**src/rtl/ad7606_pkg.sv**
```systemverilog
// Shared constants and types for the AD7606 boxcar decimator.
// Optional build macro: AD7606_DEC_ROUND_EN (round half up before the final shift).
package ad7606_pkg;

  // Channels per frame, sample width and channel index width.
  localparam int NCH = 8;
  localparam int DW  = 16;
  localparam int CHW = $clog2(NCH);

  // Accumulator width needed to sum 2^dec_log2 signed samples without overflow.
  function automatic int acc_width(input int dec_log2);
    return DW + dec_log2;
  endfunction

  // One sample as it travels from the accumulator stage into the output bank.
  typedef struct packed {
    logic [CHW-1:0] chan;
    logic [DW-1:0]  data;
  } sample_t;

  // Output stream state: idle, or presenting the eight beats of a frame.
  typedef enum logic {
    IDLE = 1'b0,
    SEND = 1'b1
  } ob_state_e;

endpackage

```
**src/rtl/ad7606_dec_outbuf.sv**
```systemverilog
// Output buffer of the AD7606 decimator: holds one averaged frame and streams
// it as NCH valid/ready beats. Busy from the moment the last channel of a
// committed window lands until the beat carrying m_last is accepted.
module ad7606_dec_outbuf
  import ad7606_pkg::*;
(
  input  logic           clk,
  input  logic           rst,
  input  logic           wr_en,
  input  sample_t        wr_smp,
  output logic           out_busy,
  output logic           m_valid,
  input  logic           m_ready,
  output logic [DW-1:0]  m_data,
  output logic [CHW-1:0] m_chan,
  output logic           m_last
);

  ob_state_e      state_q, state_d;
  logic [CHW-1:0] idx_q, idx_d;
  logic [DW-1:0]  bank_q [NCH];
  logic [DW-1:0]  bank_d [NCH];
  logic           last_idx;

  assign last_idx = (idx_q == CHW'(NCH - 1));

  // Result bank write port: one channel per committed sample.
  always_comb begin
    // NOTE: every signal written here gets a default first, so no latch is inferred.
    bank_d = bank_q;
    if (wr_en) begin
      bank_d[wr_smp.chan] = wr_smp.data;
    end
  end

  // Result bank storage.
  always_ff @(posedge clk) begin
    // NOTE: the bank is not reset; it is only read in SEND, after a full window has overwritten it.
    bank_q <= bank_d;
  end

  // Next state: start sending when the last channel is written, step on each handshake.
  always_comb begin
    state_d = state_q;
    idx_d   = idx_q;
    case (state_q)
      IDLE: begin
        if (wr_en && (wr_smp.chan == CHW'(NCH - 1))) begin
          state_d = SEND;
          idx_d   = '0;
        end
      end
      SEND: begin
        if (m_ready) begin
          if (last_idx) begin
            state_d = IDLE;
            idx_d   = '0;
          end else begin
            idx_d = idx_q + 1'b1;
          end
        end
      end
      default: begin
        state_d = IDLE;
        idx_d   = '0;
      end
    endcase
  end

  // State register with synchronous reset.
  always_ff @(posedge clk) begin
    // NOTE: sequential state uses non-blocking assignments so every flop samples pre-edge values.
    if (rst) begin
      state_q <= IDLE;
      idx_q   <= '0;
    end else begin
      state_q <= state_d;
      idx_q   <= idx_d;
    end
  end

  // Stream outputs: forced to zero outside SEND, held while the beat is stalled.
  always_comb begin
    m_valid  = (state_q == SEND);
    out_busy = (state_q == SEND);
    m_data   = '0;
    m_chan   = '0;
    m_last   = 1'b0;
    if (state_q == SEND) begin
      m_data = bank_q[idx_q];
      m_chan = idx_q;
      m_last = last_idx;
    end
  end

endmodule

```
**src/rtl/ad7606_decimator.sv**
```systemverilog
// AD7606 boxcar decimator: averages 2^DEC_LOG2 consecutive 8-channel frames
// and emits one averaged frame as an 8-beat valid/ready stream. The input has
// no backpressure; out-of-order channels and windows that arrive while the
// output is still busy are flagged instead.
// Optional build macro: AD7606_DEC_ROUND_EN adds 2^(DEC_LOG2-1) before the
// final arithmetic shift (round half up); without it the result is floored.
module ad7606_decimator
  import ad7606_pkg::*;
#(
  parameter int DEC_LOG2 = 4
) (
  input  logic           clk,
  input  logic           rst,
  input  logic           s_valid,
  input  logic [CHW-1:0] s_chan,
  input  logic [DW-1:0]  s_data,
  output logic           m_valid,
  input  logic           m_ready,
  output logic [DW-1:0]  m_data,
  output logic [CHW-1:0] m_chan,
  output logic           m_last,
  input  logic           sts_clr,
  output logic           err_seq,
  output logic           overrun,
  output logic [7:0]     ovr_cnt
);

  localparam int AW  = acc_width(DEC_LOG2);
  localparam int FCW = (DEC_LOG2 > 0) ? DEC_LOG2 : 1;
  localparam logic [FCW-1:0] FR_LAST = FCW'((1 << DEC_LOG2) - 1);
`ifdef AD7606_DEC_ROUND_EN
  localparam logic signed [AW-1:0] RND = AW'((1 << DEC_LOG2) >> 1);
`else
  localparam logic signed [AW-1:0] RND = '0;
`endif

  // Sequencer and status state.
  logic [CHW-1:0]       exp_chan_q, exp_chan_d;
  logic [FCW-1:0]       frame_cnt_q, frame_cnt_d;
  logic                 commit_q, commit_d;
  logic                 err_seq_q, err_seq_d;
  logic                 overrun_q, overrun_d;
  logic [7:0]           ovr_cnt_q, ovr_cnt_d;
  logic signed [AW-1:0] acc_q [NCH];
  logic signed [AW-1:0] acc_d [NCH];

  // Per-sample decode.
  logic                 accept;
  logic                 seq_err;
  logic                 first_frame;
  logic                 final_frame;
  logic                 decide;
  logic                 commit_now;
  logic                 ovr_now;
  logic signed [AW-1:0] smp_ext;
  logic signed [AW-1:0] acc_base;
  logic signed [AW-1:0] sum;

  // Output bank interface.
  logic                 wr_en;
  sample_t              wr_smp;
  logic                 out_busy;

  // Datapath: accept check, running sum and the averaged result for the bank.
  always_comb begin
    accept      = s_valid && (s_chan == exp_chan_q);
    seq_err     = s_valid && !accept;
    first_frame = (frame_cnt_q == '0);
    final_frame = (frame_cnt_q == FR_LAST);
    // The keep/discard decision for a window is taken once, at chan 0 of its last frame.
    decide      = accept && final_frame && (s_chan == '0);
    commit_now  = decide ? !out_busy : commit_q;
    ovr_now     = decide && out_busy;
    smp_ext     = AW'(signed'(s_data));
    acc_base    = acc_q[s_chan];
    if (first_frame) begin
      acc_base = '0;
    end
    sum         = acc_base + smp_ext;
    wr_en       = accept && final_frame && commit_now;
    wr_smp.chan = s_chan;
    wr_smp.data = DW'((sum + RND) >>> DEC_LOG2);
  end

  // Sequencer: expected channel, frame position in the window, accumulators.
  always_comb begin
    exp_chan_d  = exp_chan_q;
    frame_cnt_d = frame_cnt_q;
    commit_d    = commit_q;
    acc_d       = acc_q;
    if (accept) begin
      acc_d[s_chan] = sum;
      if (decide) begin
        commit_d = !out_busy;
      end
      if (exp_chan_q == CHW'(NCH - 1)) begin
        exp_chan_d  = '0;
        frame_cnt_d = final_frame ? '0 : frame_cnt_q + 1'b1;
      end else begin
        exp_chan_d = exp_chan_q + 1'b1;
      end
    end else if (seq_err) begin
      // Drop the sample and restart the window from a clean frame 0.
      exp_chan_d  = '0;
      frame_cnt_d = '0;
      commit_d    = 1'b0;
    end
  end

  // Sticky status: a new event in the same cycle as sts_clr keeps the flag set.
  always_comb begin
    err_seq_d = seq_err ? 1'b1 : (sts_clr ? 1'b0 : err_seq_q);
    overrun_d = ovr_now ? 1'b1 : (sts_clr ? 1'b0 : overrun_q);
    ovr_cnt_d = sts_clr ? 8'd0 : ovr_cnt_q;
    if (ovr_now && (ovr_cnt_d != 8'hFF)) begin
      ovr_cnt_d = ovr_cnt_d + 8'd1;
    end
  end

  // Control and status registers with synchronous reset.
  always_ff @(posedge clk) begin
    if (rst) begin
      exp_chan_q  <= '0;
      frame_cnt_q <= '0;
      commit_q    <= 1'b0;
      err_seq_q   <= 1'b0;
      overrun_q   <= 1'b0;
      ovr_cnt_q   <= 8'd0;
    end else begin
      exp_chan_q  <= exp_chan_d;
      frame_cnt_q <= frame_cnt_d;
      commit_q    <= commit_d;
      err_seq_q   <= err_seq_d;
      overrun_q   <= overrun_d;
      ovr_cnt_q   <= ovr_cnt_d;
    end
  end

  // Accumulators: frame 0 of every window reloads them, so they need no reset.
  always_ff @(posedge clk) begin
    acc_q <= acc_d;
  end

  assign err_seq = err_seq_q;
  assign overrun = overrun_q;
  assign ovr_cnt = ovr_cnt_q;

  ad7606_dec_outbuf u_outbuf (
    .clk      (clk),
    .rst      (rst),
    .wr_en    (wr_en),
    .wr_smp   (wr_smp),
    .out_busy (out_busy),
    .m_valid  (m_valid),
    .m_ready  (m_ready),
    .m_data   (m_data),
    .m_chan   (m_chan),
    .m_last   (m_last)
  );

endmodule

```
**config.mk**
```make
export PLATFORM = sky130hd
export DESIGN_NAME = ad7606_decimator
export DESIGN_NICKNAME = d
export VERILOG_FILES = /design/src/rtl/ad7606_pkg.sv /design/src/rtl/ad7606_dec_outbuf.sv /design/src/rtl/ad7606_decimator.sv
export SDC_FILE = /design/constraint.sdc
export NUM_CORES = 1
export LEC_CHECK = 0
export CAP_MARGIN = 20
export CORE_MARGIN = 5
export CORE_UTILIZATION = 65
export CTS_BUF_LIST = sky130_fd_sc_hd__clkbuf_4 sky130_fd_sc_hd__clkbuf_8 sky130_fd_sc_hd__clkbuf_16
export DETAILED_ROUTE_END_ITERATION = 10
export PLACE_DENSITY = 0.95
export SLEW_MARGIN = 25
export SYNTH_ARGS = -nofsm -noshare
export SYNTH_HDL_FRONTEND = slang
export SYNTH_SLANG_ARGS = --single-unit
```
**constraint.sdc**
```tcl
create_clock -name clk -period 13 [get_ports clk]
set_input_delay 1.95 -clock clk [delete_from_list [all_inputs] [get_ports clk]]
set_output_delay 1.95 -clock clk [all_outputs]
set_load 0.02 [all_outputs]
```
After elaboration in Yosys (flattened, before gate mapping) --
Cells that the tools add are included.
Word-level totals: register bits after elaboration 310, input bits 24, output and inout port bits 31
Cells by class: add/sub/neg operators 5, $lt $le $gt $ge 3, eq/ne operators 9, multiplexer cells 39, bitwise logic cells 3, reduce and logical (&&, ||, !) cells 18
Operators by type and width (count):
- 160-bit bitwise mux | 1
- 128-bit bitwise mux | 1
- 20-bit two-way mux | 4
- 16-bit two-way mux | 4
- 20-bit binary-select mux with 3-bit select | 1
- 20-bit demux with 3-bit select | 1
- 16-bit binary-select mux with 3-bit select | 1
- 16-bit demux with 3-bit select | 1
- 3-bit two-way mux | 7
- 20-bit by 16-bit adder with 20-bit output | 1
- 4-bit two-way mux | 4
- 8-bit two-way mux | 2
- 1-bit two-way mux | 10
- 3-bit equality test, second input constant | 3
- 1-bit logical AND | 9
- 8-bit by 1-bit adder with 8-bit output, second input constant | 1
- 4-bit >= comparator, second input constant | 2
- 8-bit != test, second input constant | 1
- 3-bit NOT with 4-bit output | 2
- 3-bit by 1-bit adder with 3-bit output, second input constant | 2
- 3-bit case mux with 2 select lines | 1
- 2-bit nonzero test | 3
- 4-bit by 1-bit adder with 4-bit output, second input constant | 1
- 4-bit equality test, second input constant | 1
- other kinds (10) | 13

Logic depth before layout (Yosys ltp) --
Gate-level depths: netlist (run 1).
depth in word-level cells 9, mapped depth 15

By module --
From an unflattened synthesis (run 1), not the netlist that was laid out.
Unflattened totals: cell total of the unflattened synthesis 824, area total of the unflattened synthesis 12944.9 µm²
Modules (own cells, without submodules):
- ad7606_decimator | times used 1, cells each 546, area each 7714.9 µm², sequential area each 5165.0 µm²
- ad7606_dec_outbuf | times used 1, cells each 278, area each 5230.0 µm², sequential area each 3923.8 µm²

Worst setup path after synthesis (run 1) --
OpenSTA, ideal clock, no wires.
kind input-to-reg, start input port s_chan[0], end register acc_q[109] in the netlist's numbering, data pin, library setup time 0.419 ns, arrival 5.071 ns, data required time 12.581 ns, setup slack 7.510 ns, stages 13, path buffers 3, path through buf_2 -> buf_4 -> nand2_1 -> nor2_1 -> buf_2 -> a22oi_1 -> a31oi_1 -> ha_1 -> a21o_1 -> a31oi_1 -> a21oi_1 -> o21ai_0 -> o311ai_0
Between the ends: word-level cells in the longest chain between the ends 7, elaborated cells between the ends (all ways) 12
Ends and longest elaborated chain:
- from (decl) | line ad7606_decimator.sv:15 | input logic [CHW-1:0] s_chan,
- 3-bit NOT with 4-bit output (not written as such) | line ad7606_decimator.sv:75 | acc_base = acc_q[s_chan];
- 20-bit binary-select mux with 3-bit select | line ad7606_decimator.sv:75
- 20-bit two-way mux (not written as such) (2 in a row) | line ad7606_decimator.sv:75
- 20-bit two-way mux | line ad7606_decimator.sv:76 | if (first_frame) begin
- 20-bit by 16-bit adder with 20-bit output | line ad7606_decimator.sv:79 | sum = acc_base + smp_ext;
- via sum[9] | line ad7606_decimator.sv:57 | logic signed [AW-1:0] sum;
- 160-bit bitwise mux | line ad7606_decimator.sv:92 | acc_d[s_chan] = sum;
- to (signal assigned) | line ad7606_decimator.sv:141 | acc_q <= acc_d;
- to (decl) | line ad7606_decimator.sv:44 | logic signed [AW-1:0] acc_q [NCH];
The timed path passes the listed nets, and every way through them passes these cells. The select of a mux whose other input is x is not followed. A chain may end at the register's enable or synchronous reset.

Worst setup path in the final report (run 1) --
start input port s_chan[2], end register u_outbuf.bank_q[92] in the netlist's numbering, data pin
Between the ends: word-level cells in the longest chain between the ends 7, elaborated cells between the ends (all ways) 12
Ends and longest elaborated chain:
- 3-bit NOT with 4-bit output (not written as such) | line ad7606_decimator.sv:75
- 20-bit binary-select mux with 3-bit select | line ad7606_decimator.sv:75
- 20-bit two-way mux (not written as such) (2 in a row) | line ad7606_decimator.sv:75
- 20-bit two-way mux | line ad7606_decimator.sv:76
- 20-bit by 16-bit adder with 20-bit output | line ad7606_decimator.sv:79
- via sum[16] | line ad7606_decimator.sv:57
- 128-bit bitwise mux | line ad7606_dec_outbuf.sv:32 | bank_d[wr_smp.chan] = wr_smp.data;
- to (signal assigned) | line ad7606_dec_outbuf.sv:39 | bank_q <= bank_d;
- to (decl) | line ad7606_dec_outbuf.sv:21 | logic [DW-1:0] bank_q [NCH];
The timed path passes the listed nets, and every way through them passes these cells. The select of a mux whose other input is x is not followed.

==> tab_implementation.tex, run 1 <==
\begin{tabular}{lr}
\hline
Metric & Value \\
\hline
\multicolumn{2}{l}{\textbf{Worst setup path}} \\
\quad Worst path cell trace & clkdlybuf4s50\_1 > nand2\_1 > nor2\_2 > a221oi\_1 > a31oi\_1 > ha\_1 > a21o\_1 > a221oi\_4 > o21bai\_2 > a2111oi\_1 > nor3\_1 > xor2\_2 \\
\quad Crit Path Category & input pin to register \\
\quad Data arrival time of the critical path & 7.18 ns \\
\quad Kind of launch point of the worst setup path & input pin \\
\quad CP max-delay cell & sky130\_fd\_sc\_hd\_\_clkdlybuf4s50\_1 \\
\quad Stage delay of the slowest cell on the critical path & 0.97 ns \\
\quad Required time at the endpoint of the critical path & 13.28 ns \\
\quad Biggest fanout along the worst timing path & 19 \\
\quad Worst Setup End Kind & register \\
\multicolumn{2}{l}{\textbf{CTS}} \\
\quad Root buf cell & sky130\_fd\_sc\_hd\_\_clkbuf\_16 \\
\quad Number of buffers added for setup after CTS & 0 \\
\quad Reg clk slew, reported paths & 0.06 ns \\
\quad CTS buffer count & 30 \\
\quad Count of hold buffers inserted by post-cts repair & 0 \\
\quad Worst-Skew Late Latency & 0.57 ns \\
\quad H-tree lvl count & 1 \\
\quad Buffers from clock root to sink, at most & 3 \\
\quad Number of cells upsized or downsized after cts & 0 \\
\quad Number of clock sinks & 310 \\
\quad TritonCTS clock tree & yes \\
\multicolumn{2}{l}{\textbf{Finish}} \\
\quad Nets & 891 \\
\quad Finished Core Util & 0.763 \\
\quad Share of layout cells above drive strength 1 & 0.178 \\
\quad Fin cells & 1129 \\
\quad Layout-stage area growth over the synthesis result & 15.8\% \\
\quad Antenna fix cells & 0 \\
\quad Register area & 0.00909 mm2 \\
\quad Final Instance Area & 0.0149 mm2 \\
\quad Area of the multi-input gates & 0.00366 mm2 \\
\quad Number of filler instances in the final layout & 941 \\
\multicolumn{2}{l}{\textbf{Detailed routing}} \\
\quad Antenna-violating nets left & 0 \\
\quad Post-DR vias/cell & 7.05 \\
\quad Drt total wl & 31500 um \\
\quad Routed len/inst & 27.9 um \\
\quad Residual DRC count & 0 \\
\quad Via Count & 7961 \\
\quad Total iterations of the first detailed-routing run & 6 \\
\quad Detailed Route Iter0 Violations & 1099 \\
\multicolumn{2}{l}{\textbf{STA}} \\
\quad Final WS setup & 6.11 ns \\
\quad Final critical path time including I/O delays and setup & 6.89 ns \\
\quad Setup TNS & 0 ns \\
\quad RSZ-0062 raised after global routing & false \\
\quad Final hold slack & 0.501 ns \\
\quad Fin. max-slew vios & 0 \\
\quad Max transition margin & 0.283 \\
\quad Highest Clock Rate & 0.145 GHz \\
\quad Final count of negative-setup-slack endpoints & 0 \\
\quad Slew at the pin with the worst max-slew slack & 1.07 ns \\
\quad Number of hold violations in the final report & 0 \\
\quad Final period utilization & 0.530 \\
\quad Maximum clock skew at final layout & 0.0169 ns \\
\multicolumn{2}{l}{\textbf{Logic synthesis}} \\
\quad Avg Synthesized Cell Area & 16.8 um2 \\
\quad Most instantiated library cell after synthesis & sky130\_fd\_sc\_hd\_\_edfxtp\_1 \\
\quad Number of nets in the synthesized netlist & 815 \\
\quad Syn. warnings & 0 \\
\quad Post-synthesis cell type count & 65 \\
\quad Number of flops mapped to enable cells by yosys & 288 \\
\quad Post-synth top area cell & sky130\_fd\_sc\_hd\_\_edfxtp\_1 \\
\quad Area share of the largest cell type after synthesis & 0.674 \\
\quad Number of synthesized register bits & 310 \\
\quad Area contributors post-synth & sky130\_fd\_sc\_hd\_\_edfxtp\_1 67\%, sky130\_fd\_sc\_hd\_\_mux4\_2 6.0\%, sky130\_fd\_sc\_hd\_\_dfxtp\_1 3.4\% \\
\quad Post-synthesis instance area & 0.0128 mm2 \\
\quad Share of synthesized registers carrying an async set or reset & 0 \\
\quad Main flop type after synthesis & sky130\_fd\_sc\_hd\_\_edfxtp\_1 \\
\quad Count of mapped cells out of synthesis & 764 \\
\quad Proportion of synthesized chip area in sequential cells & 0.708 \\
\quad Most used standard cells in the synthesized netlist & 288 x sky130\_fd\_sc\_hd\_\_edfxtp\_1, 41 x sky130\_fd\_sc\_hd\_\_a22oi\_1, 35 x sky130\_fd\_sc\_hd\_\_nor2\_1, 34 x sky130\_fd\_sc\_hd\_\_mux4\_2, 26 x sky130\_fd\_sc\_hd\_\_ha\_1 \\
\multicolumn{2}{l}{\textbf{Placement}} \\
\quad Final weighted congestion of routability-driven global placement & 0.895 \\
\quad Number of buffers inserted by port buffering & 54 \\
\quad Dpl ws & 5.75 ns \\
\quad DPL Wire Length & 17200 um \\
\quad Instance area at placement & 0.0138 mm2 \\
\quad \# placed instances & 1072 \\
\multicolumn{2}{l}{\textbf{Floorplan}} \\
\quad Die height & 151 um \\
\quad Cell Rows & 51 \\
\quad I/O pin total & 55 \\
\quad Die X-Extent & 151 um \\
\quad Initial core utilization & 0.659 \\
\quad Core ar. & 0.0195 mm2 \\
\quad Die outline area & 0.0227 mm2 \\
\multicolumn{2}{l}{\textbf{Global route}} \\
\quad Global-route wire length before repair & 46800 um \\
\quad Global-route met2 utilization & 0.461 \\
\quad Remaining Overflow, GRT & 0 \\
\quad Busiest grt layer & met2 \\
\quad Number of antenna violations at the first check in global routing & 0 \\
\quad Vias in the first global route & 8012 \\
\quad Pin count of the biggest net entering global routing & 37 \\
\quad Met3 global-route usage & 0.0521 \\
\quad GR Layer Usage met1 & 0.368 \\
\quad Total track usage & 0.279 \\
\multicolumn{2}{l}{\textbf{Min path}} \\
\quad Worst min-delay path class & register to register \\
\multicolumn{2}{l}{\textbf{Pwr}} \\
\quad Standby leakage power & 4.84 nW \\
\quad Power after layout & 2.04 mW \\
\quad Power Dens Cells & 137 mW/mm2 \\
\quad VDD IR max & 0.116 mV \\
\multicolumn{2}{l}{\textbf{Status}} \\
\quad Result of the run & complete, no violations \\
\multicolumn{2}{l}{\textbf{Flow run}} \\
\quad Maximum Capacitance Violations & 0 \\
\hline
\end{tabular}
## critical path, delay by kind of cell
| family | cells | cell delay, ns |
|---|---|---|
| AO/OA/AOI/OAI | 6 | 1.96 |
| adder cells (fa/ha/maj) | 1 | 0.38 |
| XOR/XNOR | 1 | 0.53 |
| AND/OR/NAND/NOR | 3 | 1.37 |
| buffers and inverters | 1 | 0.97 |
## area by class of cell
type,count,share of cell area
Clock inverter,19,0.0124
Tap cell,265,0.0223
Multi-Input combinational cell,406,0.246
Inverter,11,0.00278
Clock buffer,37,0.0541
Timing Repair Buffer,81,0.0503
Sequential cell,310,0.612
## layout by cell type, fill, tap and decap left out, types with 9 or more instances in the layout
| cell | instances |
|---|---|
| sky130_fd_sc_hd__nor2b_1 | 21 |
| sky130_fd_sc_hd__o21ai_0 | 9 |
| sky130_fd_sc_hd__mux2i_1 | 21 |
| sky130_fd_sc_hd__a22o_1 | 19 |
| sky130_fd_sc_hd__edfxtp_1 | 288 |
| sky130_fd_sc_hd__nand2_1 | 20 |
| sky130_fd_sc_hd__xnor2_2 | 9 |
| sky130_fd_sc_hd__inv_1 | 10 |
| sky130_fd_sc_hd__a22oi_1 | 41 |
| sky130_fd_sc_hd__dfxtp_1 | 20 |
| sky130_fd_sc_hd__clkbuf_16 | 30 |
| sky130_fd_sc_hd__mux4_2 | 34 |
| sky130_fd_sc_hd__nor3_1 | 10 |
| sky130_fd_sc_hd__ha_1 | 26 |
| sky130_fd_sc_hd__xor2_1 | 9 |
| sky130_fd_sc_hd__a21oi_1 | 23 |
| sky130_fd_sc_hd__nor2_1 | 29 |
| sky130_fd_sc_hd__buf_4 | 26 |
| sky130_fd_sc_hd__nand3_1 | 9 |
| sky130_fd_sc_hd__clkdlybuf4s50_1 | 54 |
| sky130_fd_sc_hd__a31oi_1 | 20 |
| sky130_fd_sc_hd__a221oi_1 | 22 |
## where the power goes
part	internal (mW)	leakage (nW)	switching [mW]
Sequential	1.09	2.77	0.000890
Clock	0.500	0.484	0.371
Combinational	0.0234	1.59	0.0490
Total	1.61	4.84	0.421
## flip-flops by register name (all words and copies together), names as in the netlist
register / flops
u_outbuf.m_valid: 1
exp_chan_q: 3
ovr_cnt: 8
u_outbuf.bank_q: 128
err_seq: 1
commit_q: 1
u_outbuf.idx_q: 3
frame_cnt_q: 4
overrun: 1
acc_q: 160
## metal layers
layer  part of all wire  wire, um  vias to the layer above
met5                  0         0                        -
met3               0.12      3730                      134
met1               0.34     10700                     3904
li1                   -         -                     3241
met4              0.043      1350                        0
met2               0.50     15700                      682
## worst paths after layout
| path | from | to | slack, ns | depth (start not counted) |
|---|---|---|---|---|
| worst max-delay path | s_chan[2] | u_outbuf.bank_q[92] | 6.11 | 12 |
| worst min-delay path | exp_chan_q[1] | exp_chan_q[1] | 0.50 | 2 |
| worst max register to register | frame_cnt_q[0] | u_outbuf.bank_q[92] | 8.83 | 13 |
| worst min register to register | exp_chan_q[1] | exp_chan_q[1] | 0.50 | 2 |
## cells by family after synthesis
family          count (synthesis)  synth area share
compound gates                156            0.0912
xor+xnor                       26            0.0192
fa+ha+maj                      27            0.0269
buf+inv                        48            0.0174
flops                         310             0.708
mux                            55            0.0761
simple gates                  142            0.0609
Power figures use the tool's default switching activity.
==> run 2, diff against run 1 <==
--- a/config.mk
+++ b/config.mk
@@ -7,10 +7,10 @@
 export LEC_CHECK = 0
 export CAP_MARGIN = 20
 export CORE_MARGIN = 5
-export CORE_UTILIZATION = 65
+export CORE_UTILIZATION = 54
 export CTS_BUF_LIST = sky130_fd_sc_hd__clkbuf_4 sky130_fd_sc_hd__clkbuf_8 sky130_fd_sc_hd__clkbuf_16
 export DETAILED_ROUTE_END_ITERATION = 10
-export PLACE_DENSITY = 0.95
+export PLACE_DENSITY = 0.87
 export SLEW_MARGIN = 25
 export SYNTH_ARGS = -nofsm -noshare
 export SYNTH_HDL_FRONTEND = slang
==> constraint.sdc (replaced) <==
create_clock -name clk -period 5.7 [get_ports clk]
set_input_delay 0.855 -clock clk [delete_from_list [all_inputs] [get_ports clk]]
set_output_delay 0.855 -clock clk [all_outputs]
set_load 0.02 [all_outputs]
==> run 2 against run 1 <==
Non-clock buffer count is 13 higher; clock power is 110% higher; critical path depth stayed put; final cell count is 5.6% higher; sequential power is 130% higher; hold slack worse by 0.0080 ns; routed wire length is 10% lower; critical endpoint is now acc_q[16]; largest power group unchanged; highest routed layer unchanged.
==> tab_implementation.tex, run 2 (synthesized netlist as in run 1, its figures left out) <==
\begin{tabular}{lr}
\hline
Metric & Value \\
\hline
\multicolumn{2}{l}{\textbf{Status}} \\
\quad Result of the run & complete, no violations (unchanged) \\
\multicolumn{2}{l}{\textbf{CTS}} \\
\quad Count of hold buffers inserted by post-cts repair & 0 (unchanged) \\
\quad Number of buffers added for setup after CTS & 0 (unchanged) \\
\quad Reg clk slew, reported paths & 0.06 ns (about the same) \\
\quad Number of cells upsized or downsized after cts & 0 (unchanged) \\
\quad Worst-Skew Late Latency & 0.55 ns (was 0.57 ns) \\
\quad H-tree lvl count & 1 (unchanged) \\
\quad Number of clock sinks & 310 (unchanged) \\
\quad TritonCTS clock tree & yes (unchanged) \\
\quad CTS buffer count & 29 (was 30) \\
\quad Root buf cell & sky130\_fd\_sc\_hd\_\_clkbuf\_16 (unchanged) \\
\quad Buffers from clock root to sink, at most & 3 (unchanged) \\
\multicolumn{2}{l}{\textbf{Floorplan}} \\
\quad Core ar. & 0.0234 mm2 (was 0.0195 mm2) \\
\quad Initial core utilization & 0.548 (was 0.659) \\
\quad I/O pin total & 55 (unchanged) \\
\quad Die height & 164 um (was 151 um) \\
\quad Die outline area & 0.0269 mm2 (was 0.0227 mm2) \\
\quad Cell Rows & 56 (was 51) \\
\quad Die X-Extent & 164 um (was 151 um) \\
\multicolumn{2}{l}{\textbf{STA}} \\
\quad Number of hold violations in the final report & 0 (unchanged) \\
\quad RSZ-0062 raised after global routing & false (unchanged) \\
\quad Setup TNS & 0 ns (unchanged) \\
\quad Max transition margin & 0.370 (was 0.283) \\
\quad Final critical path time including I/O delays and setup & 5.16 ns \\
\quad Final period utilization & 0.906 \\
\quad Final count of negative-setup-slack endpoints & 0 (unchanged) \\
\quad Slew at the pin with the worst max-slew slack & 0.941 ns (was 1.07 ns) \\
\quad Maximum clock skew at final layout & 0.0123 ns (was 0.0169 ns) \\
\quad Highest Clock Rate & 0.194 GHz \\
\quad Fin. max-slew vios & 0 (unchanged) \\
\multicolumn{2}{l}{\textbf{Pwr}} \\
\quad Share of total power consumed by net switching & 0.202 (was 0.207) \\
\quad Cell-internal power & 3.57 mW (was 1.61 mW) \\
\quad Portion of total power attributed to combinational logic & 0.037 (was 0.036) \\
\quad Clock power frac & 0.406 (was 0.428) \\
\quad Psw & 0.905 mW (was 0.421 mW) \\
\quad Power Dens Cells & 300 mW/mm2 (was 137 mW/mm2) \\
\quad VDD IR max & 0.254 mV (was 0.116 mV) \\
\quad Standby leakage power & 4.88 nW (was 4.84 nW) \\
\quad Portion of total power attributed to sequential cells & 0.557 (was 0.537) \\
\multicolumn{2}{l}{\textbf{Worst setup path}} \\
\quad Crit path buffers/inverters & 2 (was 1) \\
\quad Worst path cell trace & clkdlybuf4s50\_1 > buf\_4 > nor3\_2 > a221oi\_1 > a31oi\_1 > ha\_1 > a21o\_1 > a221oi\_4 > o21bai\_2 > a2111oi\_1 > nor3\_1 > xor2\_1 (was clkdlybuf4s50\_1 > nand2\_1 > nor2\_2 > a221oi\_1 > a31oi\_1 > ha\_1 > a21o\_1 > a221oi\_4 > o21bai\_2 > a2111oi\_1 > nor3\_1 > xor2\_2) \\
\quad Data arrival time of the critical path & 5.38 ns (was 7.18 ns) \\
\quad Count of cells along the worst register-to-register path & 13 (unchanged) \\
\quad Family with the most delay on the worst path & compound AO/OA/AOI/OAI gates (unchanged) \\
\quad Worst Setup End Kind & register (unchanged) \\
\quad Crit Path Category & input pin to register (unchanged) \\
\quad Required time at the endpoint of the critical path & 5.91 ns (was 13.28 ns) \\
\quad Biggest fanout along the worst timing path & 16 (was 19) \\
\quad End of the worst register-to-register path & acc\_q[16] (was u\_outbuf.bank\_q[92]) \\
\quad Kind of launch point of the worst setup path & input pin (unchanged) \\
\quad Stage delay of the slowest cell on the critical path & 0.77 ns (was 0.97 ns) \\
\quad Minimum setup slack among reg-to-reg paths & 1.35 ns (was 8.83 ns) \\
\quad R2R Path Start & frame\_cnt\_q[0] (unchanged) \\
\quad CP max-delay cell & sky130\_fd\_sc\_hd\_\_xor2\_1 (was sky130\_fd\_sc\_hd\_\_clkdlybuf4s50\_1) \\
\multicolumn{2}{l}{\textbf{Detailed routing}} \\
\quad Antenna-violating nets left & 0 (unchanged) \\
\quad Total iterations of the first detailed-routing run & 7 (was 6) \\
\quad Detailed Route Iter0 Violations & 789 (was 1099) \\
\quad Drt total wl & 28200 um (was 31500 um) \\
\quad Post-DR vias/cell & 6.29 (was 7.05) \\
\quad Via Count & 7496 (was 7961) \\
\quad Routed len/inst & 23.6 um (was 27.9 um) \\
\quad Residual DRC count & 0 (unchanged) \\
\multicolumn{2}{l}{\textbf{Placement}} \\
\quad Instance area at placement & 0.0140 mm2 (was 0.0138 mm2) \\
\quad DPL Wire Length & 16800 um (was 17200 um) \\
\quad Final weighted congestion of routability-driven global placement & 0.842 (was 0.895) \\
\quad Number of buffers inserted by port buffering & 54 (unchanged) \\
\multicolumn{2}{l}{\textbf{Global route}} \\
\quad Vias in the first global route & 7651 (was 8012) \\
\quad Number of antenna violations at the first check in global routing & 0 (unchanged) \\
\quad Global-route wire length before repair & 43900 um (was 46800 um) \\
\quad Pin count of the biggest net entering global routing & 36 (was 37) \\
\quad Total track usage & 0.213 (was 0.279) \\
\quad Remaining Overflow, GRT & 0 (unchanged) \\
\multicolumn{2}{l}{\textbf{Finish}} \\
\quad Commonest non-fill, non-tap cells in the layout & 288 x sky130\_fd\_sc\_hd\_\_edfxtp\_1, 54 x sky130\_fd\_sc\_hd\_\_clkdlybuf4s50\_1, 41 x sky130\_fd\_sc\_hd\_\_a22oi\_1 (unchanged) \\
\quad Nets & 903 (was 891) \\
\quad Most common cell after layout, fill and taps aside & sky130\_fd\_sc\_hd\_\_edfxtp\_1 (unchanged) \\
\quad Antenna fix cells & 0 (unchanged) \\
\quad Top register by number of flip-flops & acc\_q (unchanged) \\
\quad Layout-stage area growth over the synthesis result & 16.4\% (was 15.8\%) \\
\quad Final Instance Area & 0.0149 mm2 (about the same) \\
\quad Largest register FFs & 160 (unchanged) \\
\quad Number of filler instances in the final layout & 1583 (was 941) \\
\quad Share of layout cells above drive strength 1 & 0.186 (was 0.178) \\
\multicolumn{2}{l}{\textbf{Flow run}} \\
\quad Maximum Capacitance Violations & 0 (unchanged) \\
\multicolumn{2}{l}{\textbf{Min path}} \\
\quad Worst min-delay path class & register to register (unchanged) \\
\quad Destination of the worst hold path & exp\_chan\_q[1] (unchanged) \\
\quad Hold Crit Start & exp\_chan\_q[1] (unchanged) \\
\quad Number of cells on the worst hold path & 2 (unchanged) \\
\hline
\end{tabular}
run 2: layout make-up:
class / instances / area [um2] / share of cell area
flip-flops and latches: 310 / 9090 / 0.609
multi-input cells: 406 / 3650 / 0.245
repair buffers: 94 / 853 / 0.0571
clock buffers: 37 / 786 / 0.0526
well taps: 319 / 399 / 0.0267
clock inverters: 15 / 109 / 0.00729
inverters: 11 / 41.3 / 0.00276
run 2: worst min-delay path, cell delays in order (launching register included):
cell	delay, ns
sky130_fd_sc_hd__dfxtp_1	0.33
sky130_fd_sc_hd__nand2_1	0.06
sky130_fd_sc_hd__a21oi_1	0.05
run 2: metal layers:
metal  global-route usage  vias to the layer above  wire length [um]
li1                     -                     3264                 -
met1                0.296                     3735             10900
met2                0.348                      431             13800
met3               0.0304                       66              2650
met4               0.0721                        0               851
met5                    0                        -                 0
run 2: power by group through the flow:
stage | combinational, mW | sequential [mW] | clock [mW]
2_1_floorplan | 0.0892 | 2.54 | 0
3_3_place_gp | 0.150 | 2.54 | 0
3_5_place_dp | 0.157 | 2.54 | 0
4_1_cts | 0.158 | 2.49 | 1.83
5_1_grt | 0.176 | 2.49 | 1.93
6_report | 0.164 | 2.49 | 1.82
run 2: through the flow:
stage | setup slack [ns] | hold slack [ns] | instances | utilization | total power, mW
2_1_floorplan | 1.31 | 0.460 | 764 | - | 2.63
6_report | 0.537 | 0.493 | 1192 | 0.638 | 4.47
3_3_place_gp | 0.358 | 0.482 | 1140 | 0.596 | 2.69
3_5_place_dp | 0.0509 | 0.490 | 1140 | 0.597 | 2.70
4_1_cts | 0.553 | 0.498 | 1192 | 0.635 | 4.48
5_1_grt | 0.270 | 0.521 | 1192 | 0.638 | 4.60
run 2: worst max-delay path by stage:
stage / from / endpoint / cells past startpoint
2_1_floorplan: s_chan[0] / acc_q[109] / 13
3_3_place_gp: s_chan[1] / u_outbuf.bank_q[45] / 13
3_5_place_dp: s_chan[0] / u_outbuf.bank_q[109] / 12
4_1_cts: s_chan[0] / acc_q[157] / 12
5_1_grt: s_chan[0] / acc_q[116] / 12
6_report: s_chan[0] / acc_q[16] / 12
